<file path="config.mk">
export PLATFORM = sky130hd
export DESIGN_NAME = fetch_ctrl_flat
export DESIGN_NICKNAME = d
export VERILOG_FILES = /design/src/rtl/fetch_ctrl_if.sv /design/src/rtl/fetch_ctrl.sv /design/src/flat_wrapper.sv
export SDC_FILE = /design/constraint.sdc
export NUM_CORES = 1
export LEC_CHECK = 0
export BUFFER_PORTS_ARGS = -buffer_cell sky130_fd_sc_hd__buf_4
export CORE_MARGIN = 1.5
export CORE_UTILIZATION = 38
export DETAILED_ROUTE_END_ITERATION = 12
export PLACE_DENSITY = 0.63
export SLEW_MARGIN = 20
export SYNTH_ARGS = -nofsm -noshare
export SYNTH_HDL_FRONTEND = slang
export SYNTH_SLANG_ARGS = --single-unit
</file>
<file path="constraint.sdc">
create_clock -name clk -period 3.4 [get_ports clk]
set_input_delay 0.17 -clock clk [delete_from_list [all_inputs] [get_ports clk]]
set_output_delay 0.17 -clock clk [all_outputs]
set_load 0.01 [all_outputs]
</file>
<file path="src/rtl/fetch_ctrl_if.sv">
// ---------------------------------------------------------------------------
// fetch_ctrl_if
//   Bundles the fetch controller's instruction-memory port, dispatch-FIFO
//   enqueue port and ROB redirect into one interface.
//
//   Signals:
//     flush, flush_pc          ROB redirect pulse and target
//     fifo_full                dispatch FIFO back-pressure
//     imem_addr, imem_rmask    memory request (4'hF for one cycle = request)
//     imem_rdata, imem_resp    memory response (single-cycle pulse)
//     enq, enq_inst, enq_pc    push into the dispatch FIFO
//     fetch_stall              high in any cycle without an enqueue
//     perf_*                   event counters, present only with FETCH_PERF_EN
//
//   Modports:
//     master  the fetch controller
//     slave   the surrounding memory / FIFO / ROB environment
//
//   Optional feature macro: FETCH_PERF_EN
// ---------------------------------------------------------------------------
interface fetch_ctrl_if;
    logic        flush;
    logic [31:0] flush_pc;
    logic        fifo_full;
    logic [31:0] imem_addr;
    logic [3:0]  imem_rmask;
    logic [31:0] imem_rdata;
    logic        imem_resp;
    logic        enq;
    logic [31:0] enq_inst;
    logic [31:0] enq_pc;
    logic        fetch_stall;
`ifdef FETCH_PERF_EN
    logic [31:0] perf_fetched;
    logic [31:0] perf_stall_cycles;
    logic [31:0] perf_discarded;
`endif

    modport master (
        input  flush, flush_pc, fifo_full, imem_rdata, imem_resp,
        output imem_addr, imem_rmask, enq, enq_inst, enq_pc, fetch_stall
`ifdef FETCH_PERF_EN
        , output perf_fetched, perf_stall_cycles, perf_discarded
`endif
    );

    modport slave (
        output flush, flush_pc, fifo_full, imem_rdata, imem_resp,
        input  imem_addr, imem_rmask, enq, enq_inst, enq_pc, fetch_stall
`ifdef FETCH_PERF_EN
        , input perf_fetched, perf_stall_cycles, perf_discarded
`endif
    );
endinterface

</file>
<file path="src/rtl/fetch_ctrl.sv">
// ---------------------------------------------------------------------------
// fetch_ctrl
//   Front-end fetch sequencer. Owns the fetch PC, issues single-cycle
//   instruction-memory reads with at most one outstanding, and pushes each
//   returned instruction with its PC into the dispatch FIFO. A one-entry skid
//   register holds a response that arrives while the FIFO is full. A ROB
//   flush redirects the PC; a response still in flight at that point is
//   waited for and discarded.
//
//   Parameters:
//     RESET_PC   fetch PC loaded on reset
//
//   Ports:
//     clk        clock
//     rst        asynchronous reset, active-high
//     bus        fetch_ctrl_if.master (memory, FIFO, redirect signals)
//
//   Optional feature macro: FETCH_PERF_EN
//     Adds saturating counters perf_fetched, perf_stall_cycles and
//     perf_discarded to the interface. Core behaviour is unchanged.
// ---------------------------------------------------------------------------
module fetch_ctrl #(
    parameter logic [31:0] RESET_PC = 32'hAAAAA000
) (
    input  logic         clk,
    input  logic         rst,
    fetch_ctrl_if.master bus
);

    // IDLE : no request outstanding, ready to issue
    // WAIT : one request outstanding, response is for pc_r
    // HOLD : response for pc_r parked in the skid register
    // DRAIN: a request issued before a flush is still in flight
    typedef enum logic [1:0] {
        IDLE  = 2'd0,
        WAIT  = 2'd1,
        HOLD  = 2'd2,
        DRAIN = 2'd3
    } state_e;

    state_e      state_r;
    state_e      state_next_s;
    logic [31:0] pc_r;
    logic [31:0] pc_next_s;
    logic [31:0] skid_r;
    logic [31:0] skid_next_s;

    logic        req_s;
    logic [31:0] req_addr_s;
    logic        enq_s;
    logic [31:0] enq_inst_s;
    logic [31:0] enq_pc_s;
    logic [31:0] flush_target_s;

    function automatic logic [31:0] pc_inc(input logic [31:0] pc);
        // Natural 32-bit wrap: 32'hFFFFFFFC + 4 -> 32'h0
        return pc + 32'd4;
    endfunction

    // Redirect targets are always word aligned
    assign flush_target_s = bus.flush_pc & 32'hFFFF_FFFC;

    // State, PC and skid registers
    always_ff @(posedge clk or posedge rst) begin
        if (rst) begin
            state_r <= IDLE;
            pc_r    <= RESET_PC;
            skid_r  <= 32'h0000_0000;
        end else begin
            state_r <= state_next_s;
            pc_r    <= pc_next_s;
            skid_r  <= skid_next_s;
        end
    end

    // Next-state, PC update, request and enqueue decode
    always_comb begin
        state_next_s = state_r;
        pc_next_s    = pc_r;
        skid_next_s  = skid_r;
        req_s        = 1'b0;
        req_addr_s   = pc_r;
        enq_s        = 1'b0;
        enq_inst_s   = 32'h0000_0000;
        enq_pc_s     = 32'h0000_0000;

        case (state_r)
            IDLE: begin
                // Any response seen here is stale or spurious and is ignored
                if (bus.flush) begin
                    pc_next_s = flush_target_s;
                end else if (!bus.fifo_full) begin
                    req_s        = 1'b1;
                    req_addr_s   = pc_r;
                    state_next_s = WAIT;
                end else begin
                    state_next_s = IDLE;
                end
            end

            WAIT: begin
                if (bus.flush) begin
                    // The response (now or later) belongs to the old path
                    pc_next_s = flush_target_s;
                    if (bus.imem_resp) begin
                        state_next_s = IDLE;
                    end else begin
                        state_next_s = DRAIN;
                    end
                end else if (bus.imem_resp) begin
                    if (!bus.fifo_full) begin
                        // Deliver and immediately request the next word;
                        // memory accepts a request in its response cycle
                        enq_s        = 1'b1;
                        enq_inst_s   = bus.imem_rdata;
                        enq_pc_s     = pc_r;
                        pc_next_s    = pc_inc(pc_r);
                        req_s        = 1'b1;
                        req_addr_s   = pc_inc(pc_r);
                        state_next_s = WAIT;
                    end else begin
                        // pc_r stays as the tag of the parked instruction
                        skid_next_s  = bus.imem_rdata;
                        state_next_s = HOLD;
                    end
                end else begin
                    state_next_s = WAIT;
                end
            end

            HOLD: begin
                if (bus.flush) begin
                    skid_next_s  = 32'h0000_0000;
                    pc_next_s    = flush_target_s;
                    state_next_s = IDLE;
                end else if (!bus.fifo_full) begin
                    enq_s        = 1'b1;
                    enq_inst_s   = skid_r;
                    enq_pc_s     = pc_r;
                    pc_next_s    = pc_inc(pc_r);
                    req_s        = 1'b1;
                    req_addr_s   = pc_inc(pc_r);
                    state_next_s = WAIT;
                end else begin
                    state_next_s = HOLD;
                end
            end

            DRAIN: begin
                // A second flush only retargets; the stale response is
                // still the event that frees the memory port
                if (bus.flush) begin
                    pc_next_s = flush_target_s;
                end else begin
                    pc_next_s = pc_r;
                end
                if (bus.imem_resp) begin
                    state_next_s = IDLE;
                end else begin
                    state_next_s = DRAIN;
                end
            end

            default: begin
                state_next_s = IDLE;
            end
        endcase
    end

    // Port outputs; reset forces the request and enqueue strobes low even
    // though IDLE would otherwise issue combinationally
    always_comb begin
        bus.imem_addr = req_addr_s;
        if (rst) begin
            bus.imem_rmask  = 4'h0;
            bus.enq         = 1'b0;
            bus.enq_inst    = 32'h0000_0000;
            bus.enq_pc      = 32'h0000_0000;
            bus.fetch_stall = 1'b1;
        end else begin
            bus.imem_rmask  = req_s ? 4'hF : 4'h0;
            bus.enq         = enq_s;
            bus.enq_inst    = enq_inst_s;
            bus.enq_pc      = enq_pc_s;
            bus.fetch_stall = !enq_s;
        end
    end

`ifdef FETCH_PERF_EN
    logic [31:0] perf_fetched_r;
    logic [31:0] perf_stall_cycles_r;
    logic [31:0] perf_discarded_r;
    logic        discard_s;

    function automatic logic [31:0] sat_inc(input logic [31:0] v, input logic en);
        return (en && (v != 32'hFFFF_FFFF)) ? (v + 32'd1) : v;
    endfunction

    // A response is dropped when it lands in DRAIN or together with a flush in WAIT
    assign discard_s = bus.imem_resp &&
                       ((state_r == DRAIN) || ((state_r == WAIT) && bus.flush));

    // Saturating event counters
    always_ff @(posedge clk or posedge rst) begin
        if (rst) begin
            perf_fetched_r      <= 32'h0000_0000;
            perf_stall_cycles_r <= 32'h0000_0000;
            perf_discarded_r    <= 32'h0000_0000;
        end else begin
            perf_fetched_r      <= sat_inc(perf_fetched_r, enq_s);
            perf_stall_cycles_r <= sat_inc(perf_stall_cycles_r, !enq_s);
            perf_discarded_r    <= sat_inc(perf_discarded_r, discard_s);
        end
    end

    assign bus.perf_fetched      = perf_fetched_r;
    assign bus.perf_stall_cycles = perf_stall_cycles_r;
    assign bus.perf_discarded    = perf_discarded_r;
`endif

endmodule
</file>
<file path="src/flat_wrapper.sv">
// flat-port wrapper written by rule: the top's interface ports become plain ports
module fetch_ctrl_flat 
#(
    parameter logic [31:0] RESET_PC = 32'hAAAAA000
)
  (clk, rst, bus_flush, bus_flush_pc, bus_fifo_full, bus_imem_rdata, bus_imem_resp, bus_imem_addr, bus_imem_rmask, bus_enq, bus_enq_inst, bus_enq_pc, bus_fetch_stall);
  fetch_ctrl_if bus_i ();
  input  logic clk;
  input  logic rst;
  input wire logic [$bits(bus_i.flush)-1:0] bus_flush;
  input wire logic [$bits(bus_i.flush_pc)-1:0] bus_flush_pc;
  input wire logic [$bits(bus_i.fifo_full)-1:0] bus_fifo_full;
  input wire logic [$bits(bus_i.imem_rdata)-1:0] bus_imem_rdata;
  input wire logic [$bits(bus_i.imem_resp)-1:0] bus_imem_resp;
  output wire logic [$bits(bus_i.imem_addr)-1:0] bus_imem_addr;
  output wire logic [$bits(bus_i.imem_rmask)-1:0] bus_imem_rmask;
  output wire logic [$bits(bus_i.enq)-1:0] bus_enq;
  output wire logic [$bits(bus_i.enq_inst)-1:0] bus_enq_inst;
  output wire logic [$bits(bus_i.enq_pc)-1:0] bus_enq_pc;
  output wire logic [$bits(bus_i.fetch_stall)-1:0] bus_fetch_stall;
  assign bus_i.flush = bus_flush;
  assign bus_i.flush_pc = bus_flush_pc;
  assign bus_i.fifo_full = bus_fifo_full;
  assign bus_i.imem_rdata = bus_imem_rdata;
  assign bus_i.imem_resp = bus_imem_resp;
  assign bus_imem_addr = bus_i.imem_addr;
  assign bus_imem_rmask = bus_i.imem_rmask;
  assign bus_enq = bus_i.enq;
  assign bus_enq_inst = bus_i.enq_inst;
  assign bus_enq_pc = bus_i.enq_pc;
  assign bus_fetch_stall = bus_i.fetch_stall;
  fetch_ctrl #(.RESET_PC(RESET_PC)) u_core (.clk(clk), .rst(rst), .bus(bus_i));
endmodule
</file>
==> run_results.csv, run 1 <==
group,metric,value,unit
floorplan,rows,46,
detailed_routing,vias,7394,
run,cap_violations,0,
yosys,ys_seq_elements,64,
pwr,power,7.05,mW
timing,drv_slew,0,
status,outcome,"finished clean",
timing,skew,5.91,ps
timing,tns,0,ps
clock_tree,clock_latency,350,ps
detailed_routing,drtPass1Iterations,5,
detailed_routing,ant_nets,0,
yosys,syn_avg_cell_area,7.34,um^2
yosys,syn_area,6310,um^2
floorplan,die_x,132,um
final_layout,layout-drive-gt1-share,0.267,
floorplan,io_pins,171,
floorplan,start_util,0.393,
timing,fin_crit,3170,ps
yosys,ys_async_sr_fraction,1.00,
yosys,synthMuxAreaShare,0.0165,
final_layout,layout.cells.non_filler,1207,
yosys,synthesis.instances,860,
final_layout,area_delta_synth_final,28.0,%
placed_design,portBuffers,164,
timing,finalCritPeriodShare,0.933,
detailed_routing,wl,24200,um
yosys,yosys.area_share.simple,0.252,
clock_tree,tritoncts,"built",
floorplan,die_h,132,um
yosys,seq_area_frac_synth,0.256,
placed_design,dp.final_hpwl,16500,um
clock_tree,cts_buffer_depth,2,
timing,relSlewSlack,0.391,
detailed_routing,drtIter0Drc,893,
placed_design,dpl_cell_area,7750,um^2
placed_design,gp_congestion,0.932,
timing,tightest_slew,914,ps
timing,hold_violations,0,
grt,grtUsageTotal,0.275,
yosys,synth_cell_type_count,75,
grt,grt_pass1_vias,7036,
critical_path,cp-end-kind,"output pin",
pwr,peakVddDrop,0.439,mV
critical_path,cp.arrival,3000,ps
yosys,synth_top_family_by_area,"compound AO/OA/AOI/OAI gates",
grt,overflow,0,
clock_tree,clkTransAtPathRegs,60,ps
clock_tree,post_cts_buffers,0,
yosys,synth_xor_area_frac,0.0472,
clock_tree,clock_sink_count,64,
critical_path,critPathMaxFanout,11,
final_layout,finalInstanceArea,8080,um^2
worst_hold_path,hold_path.class,"in2reg",
pwr,p_leak,3.43,nW
timing,setup_viol_count_final,0,
placed_design,dp_cells,1191,
yosys,synth_ff_type,"dfrtp_1",
final_layout,final_nets,1063,
critical_path,worstSetupPathType,"reg2out",
detailed_routing,routedWlPerCell,20.1,um
floorplan,die-area,17400,um^2
floorplan,core,16100,um^2
grt,antenna_found_initial,0,
yosys,synth-warning-count,0,
detailed_routing,viasPerCell,6.13,
critical_path,cp.required,3230,ps
timing,rsz0062_at_grt,"false",
grt,grt_pass1_wl,38600,um
yosys,synth_fa_ha_area_frac,0.0159,
clock_tree,clockRootBuffer,"clkbuf_16",
critical_path,start_kind,"register",
clock_tree,htreeDepth,3,
detailed_routing,drc,0,
pwr,power.density,872,nW/um^2
timing,max_freq,315,MHz
yosys,synth_edf_count,0,
final_layout,final_util,0.503,
yosys,synth_compound_gate_area_share,0.335,
grt,grt_max_degree,65,
final_layout,antenna_cells,0,
clock_tree,cts_buffers,9,
-- what timing repair did --
action                                  in CTS  in global routing
hold buffers                                 0                  0
endpoints found under the setup margin       0                  3
resized for setup                            0                  1
-- synthesized netlist by cell type (4+ instances only) --
cell	instances	area share
or3_1	6	0.0059
a22o_1	37	0.051
dfrtp_1	54	0.21
o21a_1	9	0.011
inv_1	14	0.0083
nand2_1	78	0.046
buf_2	14	0.011
dfstp_2	10	0.042
mux2i_1	7	0.011
nand3_1	23	0.018
o22ai_1	11	0.011
a211oi_1	4	0.0048
a21oi_1	61	0.048
a31oi_1	20	0.020
xor2_1	13	0.018
o22a_1	4	0.0055
o31a_1	4	0.0055
o211ai_1	4	0.0048
and2_1	30	0.030
nand4_1	18	0.018
nor4_1	10	0.0099
buf_4	11	0.013
or2_2	5	0.0050
clkbuf_1	65	0.039
a22oi_1	36	0.043
a21o_1	5	0.0059
ha_1	8	0.016
a221o_1	5	0.0079
and3_1	6	0.0059
o31ai_1	7	0.0083
o21ai_0	78	0.062
nor2_1	92	0.055
nor3_1	20	0.016
a221oi_1	4	0.0055
xnor2_1	21	0.029
o221ai_1	5	0.0069
-- logic make-up after synthesis --
family | Yosys count
adder cells (fa/ha/maj) | 8
buffers and inverters | 112
AO/OA/AOI/OAI | 316
other | 1
multiplexers | 10
flip-flops | 64
AND/OR/NAND/NOR | 315
XOR/XNOR | 34
-- critical path, stage by stage (launching register included) --
cell and delay, ps:
dfrtp_1 610, nand4_1 350, nor4_4 500, and2_1 390
a21oi_1 120, a311o_1 340, o311ai_1 140, buf_4 200
-- flip-flops by register name (all words and copies together) (netlist names) --
signal,flops
u_core.state_r,2
u_core.skid_r,32
u_core.pc_r,30
-- final timing paths --
path | cells past startpoint | startpoint | end | slack [ps]
worst max register to register | 9 | u_core.state_r[0] | u_core.pc_r[11] | 630
worst min-delay path | 2 | bus_imem_rdata[7] | u_core.skid_r[7] | 50
worst max-delay path | 7 | u_core.pc_r[7] | bus_imem_addr[15] | 230
worst min register to register | 1 | u_core.skid_r[20] | u_core.skid_r[20] | 500
max in group asynchronous | 3 | rst | u_core.pc_r[28] | 2690
min in group asynchronous | 3 | rst | u_core.pc_r[5] | 130
-- where the power goes --
part	internal, mW	switching, mW
Clock	0.651	0.422
Sequential	1.18	0.581
Combinational	1.77	2.44
-- cell type report --
class | instances | area [um^2]
fillers | 1630 | 7980
multi-input cells | 687 | 4260
flip-flops and latches | 64 | 1610
repair buffers | 206 | 1550
well taps | 216 | 270
clock buffers | 9 | 225
clock inverters | 7 | 103
inverters | 18 | 67.6
-- routing by layer --
metal,wire length (um),global-route usage
met1,10400,0.383
met2,10600,0.417
met3,2450,0.0650
met4,717,0.0957
met5,0,0
-- cells in the final DEF (no fill, tap or decap), types with 18 or more instances in the layout --
cell type	count
a21oi_1	60
a22o_1	37
a22oi_1	36
a31oi_1	20
and2_1	30
buf_4	206
dfrtp_1	54
nand2_1	78
nand3_1	23
nand4_1	18
nor2_1	90
nor3_1	19
o21ai_0	78
xnor2_1	21
-- stage by stage --
stage,hold WS (ps),setup WS [ps]
after floorplan,278,155
after global placement,402,564
after detailed placement,411,552
after CTS,40.4,168
after global routing,49.2,61.3
final,50.0,228
(Power assumes the default switching activity.)
==> inputs of run 2 (changes only) <==
--- a/config.mk
+++ b/config.mk
@@ -9,7 +9,7 @@
 export CORE_MARGIN = 1.5
 export CORE_UTILIZATION = 38
 export DETAILED_ROUTE_END_ITERATION = 12
-export PLACE_DENSITY = 0.63
+export PLACE_DENSITY = 0.67
 export SLEW_MARGIN = 20
 export SYNTH_ARGS = -nofsm -noshare
 export SYNTH_HDL_FRONTEND = slang
==> run 2 against run 1 <==
  * Via count grew 0.31%
  * Sequential power is essentially flat
  * Sequential share of layout area grew 0.062 points
  * Global-route usage shrank 1.1 points
  * Core utilization shrank 0.16 points
  * Final cell count is essentially flat
  * Non-clock buffer count shrank 1
  * Critical path type unchanged
==> run_results.csv, run 2 (synthesis gave the netlist of run 1 again) <==
group,metric,value,unit
grt,grt_max_degree,65,
critical_path,path_depth,6,
floorplan,core,16100,um^2
detailed_routing,vias,7417,
pwr,power.density,863,nW/um^2
pwr,p_int,3.54,mW
worst_hold_path,hold_depth,3,
clock_tree,tritoncts,"built",
critical_path,worstSetupPathType,"reg2out",
clock_tree,htreeDepth,3,
detailed_routing,viasPerCell,6.15,
status,outcome,"finished clean",
pwr,clockPowerShare,0.143,
critical_path,cp_top_family,"simple AND/OR/NAND/NOR gates",
clock_tree,clockRootBuffer,"clkbuf_16",
floorplan,die-area,17400,um^2
pwr,switching_share,0.491,
timing,drv_slew,0,
pwr,p_leak,3.41,nW
detailed_routing,drc,0,
grt,grt_pass1_wl,37100,um
floorplan,io_pins,171,
pwr,p_comb_frac,0.603,
timing,fin_crit,3200,ps
timing,max_freq,313,MHz
clock_tree,clock_latency,350,ps
worst_hold_path,hold_path.class,"in2reg",
clock_tree,cts_resized,0,
critical_path,cp.arrival,3030,ps
final_layout,max_flop_register,"u_core.skid_r",
critical_path,cp.required,3230,ps
clock_tree,post_cts_buffers,0,
clock_tree,clock_sink_count,64,
final_layout,mostFrequentLayoutCells,"buf_4 (204), nor2_1 (90), nand2_1 (78), o21ai_0 (78), a21oi_1 (60)",
timing,hold_violations,0,
grt,grt_pass1_vias,6960,
detailed_routing,ant_nets,0,
pwr,peakVddDrop,0.352,mV
grt,antenna_found_initial,0,
final_layout,final_common_cell,"buf_4",
timing,tns,0,ps
timing,setup_viol_count_final,0,
final_layout,largestRegisters,"u_core.skid_r (32), u_core.pc_r (30), u_core.state_r (2)",
critical_path,crit_chain,"nand4_1 > nor4_4 > and2_1 > a31oi_1 > o41ai_1 > buf_4",
final_layout,antenna_cells,0,
critical_path,cpPeakStageDelay,610,ps
floorplan,rows,46,
grt,grtUsageTotal,0.264,
critical_path,cp-end-kind,"output pin",
timing,relSlewSlack,0.383,
timing,finalCritPeriodShare,0.940,
clock_tree,ctsHoldBuffers,0,
final_layout,layout.cells.non_filler,1206,
detailed_routing,routedWlPerCell,19.5,um
timing,rsz0062_at_grt,"false",
critical_path,start_kind,"register",
critical_path,critPathMaxFanout,9,
timing,tightest_slew,925,ps
clock_tree,clkTransAtPathRegs,70,ps
pwr,power,6.95,mW
final_layout,area_delta_synth_final,27.6,%
final_layout,largest_register_ffs,32,
run,cap_violations,0,
detailed_routing,wl,23500,um
floorplan,start_util,0.393,
floorplan,die_x,132,um
critical_path,cpMaxStageDelayCell,"nor4_4",
clock_tree,cts_buffer_depth,2,
placed_design,portBuffers,164,
floorplan,die_h,132,um
final_layout,layout-drive-gt1-share,0.266,
final_layout,final_util,0.502,
grt,overflow,0,
clock_tree,cts_buffers,9,
placed_design,gp_congestion,0.944,
final_layout,final_nets,1062,
timing,skew,9.35,ps
detailed_routing,drtPass1Iterations,5,
placed_design,dp_cells,1190,
critical_path,rr_worst_depth,8,
pwr,p_sw,3.42,mW
pwr,p_seq_frac,0.254,
critical_path,worst-path-buf-inv,1,
placed_design,dp.final_hpwl,15900,um
detailed_routing,drtIter0Drc,928,
## run 2: changes by cell type in the layout (fill, tap and decap cells not counted), sizes merged
cell      delta
clkinvlp     +2
buf          -1
clkinv       -1
bufinv       -1
## run 2: area by class of cell
class | count | area (um^2)
sequential | 64 | 1610
tap | 216 | 270
clock buffer | 9 | 225
fill | 1611 | 8000
clock inverter | 7 | 78.8
inverter | 18 | 67.6
multi-input combinational | 687 | 4250
timing repair buffer | 205 | 1550
## run 2: final timing paths
| path | from | end | slack [ps] |
|---|---|---|---|
| worst max-delay path | u_core.pc_r[10] | bus_imem_addr[29] | 200 |
| worst min register to register | u_core.skid_r[24] | u_core.skid_r[24] | 500 |
| worst max register to register | u_core.state_r[1] | u_core.pc_r[11] | 730 |
| worst min-delay path | bus_flush_pc[4] | u_core.pc_r[4] | 50 |
| max in group asynchronous | rst | u_core.pc_r[6] | 2670 |
| min in group asynchronous | rst | u_core.skid_r[11] | 120 |
## run 2: worst reg2reg max path, delay by kind of cell (launching register included)
family,cells,cell delay (ps)
AOI/OAI and AO/OA,3,640
adders and majority gates,1,800
DFF,1,400
buffers and inverters,2,320
and+or+nand+nor,2,410
## run 2: power by group through the flow
stage	logic [mW]	clock network (mW)	registers (mW)
after CTS	4.15	1.00	1.74
after detailed placement	4.14	0	1.73
after floorplan	2.96	0	1.35
after global placement	4.08	0	1.74
final	4.20	0.993	1.77
after global routing	4.56	1.03	1.83
## run 2: stage by stage
step,hold WS [ps],setup slack [ps],instance area (um^2)
2_1_floorplan,278,155,6320
3_3_place_gp,402,669,7750
3_5_place_dp,409,663,7750
4_1_cts,41.4,271,8060
5_1_grt,49.7,63.9,8060
6_report,48.7,203,8060
## run 2: metal layers
layer  share of wire  wire length, um  vias to the layer above  track usage
li1                -                -                     3408            -
met2            0.45            10500                      448        0.407
met3            0.10             2460                       52       0.0634
met1            0.42             9900                     3509        0.357
met5               0                0                        -            0
met4           0.025              580                        0        0.101
==> inputs of run 3 (changes only) <==
--- a/config.mk
+++ b/config.mk
@@ -6,9 +6,11 @@
 export NUM_CORES = 1
 export LEC_CHECK = 0
 export BUFFER_PORTS_ARGS = -buffer_cell sky130_fd_sc_hd__buf_4
+export CAP_MARGIN = 10
 export CORE_MARGIN = 1.5
 export CORE_UTILIZATION = 38
 export DETAILED_ROUTE_END_ITERATION = 12
+export MAX_ROUTING_LAYER = met4
 export PLACE_DENSITY = 0.67
 export SLEW_MARGIN = 20
 export SYNTH_ARGS = -nofsm -noshare
==> run 3 against run 2 <==
  * Via count is essentially flat
  * Critical path depth increased by 2
  * Highest routed layer unchanged
  * Final area up 0.73%
  * Largest power group unchanged
  * Critical path type unchanged
  * Clock power grew 8%
==> run_results.csv, run 3 (synthesis gave the netlist of run 1 again) <==
group,metric,value,unit
pwr,p_sw,3.45,mW
pwr,p_seq_frac,0.247,
final_layout,final_util,0.505,
critical_path,timing.critical_path.from,"u_core.pc_r[3]",
timing,fin_ws,201,ps
floorplan,die-area,17400,um^2
grt,met1_usage,0.375,
final_layout,layout-drive-gt1-share,0.270,
final_layout,area_delta_synth_final,28.6,%
placed_design,portBuffers,164,
run,cap_violations,0,
grt,grt_max_degree,65,
critical_path,cpPeakStageDelay,560,ps
critical_path,cpMaxStageDelayCell,"dfrtp_1",
timing,max_freq,313,MHz
final_layout,mostFrequentLayoutCells,"buf_4 (208), nor2_1 (90), nand2_1 (78), o21ai_0 (78), a21oi_1 (60)",
final_layout,largestRegisters,"u_core.skid_r (32), u_core.pc_r (30), u_core.state_r (2)",
floorplan,start_util,0.393,
detailed_routing,wl,23700,um
grt,grtUsageTotal,0.274,
clock_tree,cts_buffers,9,
grt,antenna_found_initial,0,
floorplan,die_x,132,um
detailed_routing,vias,7415,
placed_design,dp.final_hpwl,16200,um
pwr,p_leak,3.44,nW
critical_path,cp.arrival,3030,ps
worst_hold_path,hold_start,"bus_flush_pc[4]",
floorplan,core,16100,um^2
timing,finalCritPeriodShare,0.941,
pwr,power.density,874,nW/um^2
floorplan,io_pins,171,
clock_tree,clock_latency,360,ps
detailed_routing,drtPass1Iterations,6,
timing,hold_violations,0,
pwr,peakVddDrop,0.370,mV
timing,drv_slew,0,
final_layout,max_flop_register,"u_core.skid_r",
critical_path,crit_chain,"ha_2 > nand4_4 > or3_1 > nor3_1 > xor2_1 > o21a_1 > o22a_1 > buf_4",
timing,rsz0062_at_grt,"false",
critical_path,cp-end-kind,"output pin",
placed_design,gp_congestion,0.958,
detailed_routing,routedWlPerCell,19.6,um
detailed_routing,drtIter0Drc,877,
pwr,clockPowerShare,0.150,
critical_path,cp-endpoint,"bus_imem_addr[24]",
detailed_routing,drc,0,
pwr,p_int,3.64,mW
clock_tree,htreeDepth,3,
clock_tree,cts_buffer_depth,2,
timing,setup_viol_count_final,0,
critical_path,start_kind,"register",
worst_hold_path,hold_path.class,"in2reg",
grt,grt_use_met2,0.407,
final_layout,final_common_cell,"buf_4",
clock_tree,ctsHoldBuffers,0,
pwr,p_comb_frac,0.602,
timing,relSlewSlack,0.398,
final_layout,final_nets,1066,
pwr,switching_share,0.486,
critical_path,cp.required,3230,ps
grt,overflow,0,
critical_path,reg2reg_slack,690,ps
detailed_routing,viasPerCell,6.13,
critical_path,r2r-end,"u_core.pc_r[20]",
clock_tree,tritoncts,"built",
grt,grtUsageMet3,0.0519,
critical_path,worstSetupPathType,"reg2out",
detailed_routing,ant_nets,0,
critical_path,rr_worst_depth,7,
placed_design,post-place-ws,569,ps
clock_tree,clkTransAtPathRegs,70,ps
grt,grt_pass1_vias,6794,
timing,tightest_slew,903,ps
floorplan,die_h,132,um
grt,gr-max-usage-layer,"met2",
final_layout,antenna_cells,0,
clock_tree,clock_sink_count,64,
critical_path,critPathMaxFanout,9,
clock_tree,clockRootBuffer,"clkbuf_16",
final_layout,largest_register_ffs,32,
clock_tree,post_cts_buffers,0,
clock_tree,cts_resized,0,
critical_path,regToRegStartpoint,"u_core.pc_r[3]",
floorplan,rows,46,
timing,tns,0,ps
grt,grt_pass1_wl,37100,um
timing,fin_crit,3200,ps
status,outcome,"finished clean",
timing,skew,10.0,ps
run 3: cell count changes in the layout (fill, tap and decap cells not counted):
cell and change:
buf_4 +4, ha_2 +1, clkinvlp_4 -2, bufinv_16 +1
inv_6 -2, ha_1 -1, inv_8 +1, clkinv_4 +2
run 3: area by class of cell:
cell class | instances | area, um^2
clock inverters | 7 | 105
flip-flops and latches | 64 | 1610
well taps | 216 | 270
multi-input cells | 687 | 4250
fillers | 1569 | 7940
repair buffers | 209 | 1580
inverters | 18 | 67.6
clock buffers | 9 | 225
run 3: routing by layer:
layer  wire, um  vias to the layer above
met5          0                        -
met4        561                        0
met3       2250                       55
met2      10500                      457
met1      10400                     3488
li1           -                     3415
run 3: critical path, delay by kind of cell (launching register included):
family	cells	cell delay [ps]
XOR/XNOR	1	140
buffers and inverters	1	150
adder cells (fa/ha/maj)	1	350
AND/OR/NAND/NOR	3	1070
flip-flops	1	560
AO/OA/AOI/OAI	2	400
run 3: how the worst min path moves through the flow:
stage	depth (start not counted)	endpoint	slack, ps
6_report	3	u_core.pc_r[4]	40
5_1_grt	2	u_core.skid_r[7]	40
3_5_place_dp	2	u_core.skid_r[15]	410
4_1_cts	3	u_core.pc_r[4]	30
3_3_place_gp	2	u_core.skid_r[14]	400
2_1_floorplan	2	u_core.pc_r[13]	280
run 3: power groups by stage:
stage | Clock, mW | Sequential [mW] | Combinational, mW
floorplan | 0 | 1.35 | 2.96
global placement | 0 | 1.73 | 4.14
detailed placement | 0 | 1.72 | 4.20
CTS | 1.09 | 1.73 | 4.21
global route | 1.11 | 1.83 | 4.60
finish | 1.07 | 1.75 | 4.27
run 3: through the flow:
| step | std cells | hold WS, ps | power [mW] | area (um^2) |
|---|---|---|---|---|
| 6_report | 1210 | 41.7 | 7.09 | 8120 |
| 2_1_floorplan | 863 | 278 | 4.32 | 6320 |
| 5_1_grt | 1210 | 42.5 | 7.54 | 8120 |
| 3_5_place_dp | 1194 | 408 | 5.93 | 7780 |
| 3_3_place_gp | 1194 | 401 | 5.87 | 7780 |
| 4_1_cts | 1210 | 31.3 | 7.03 | 8110 |
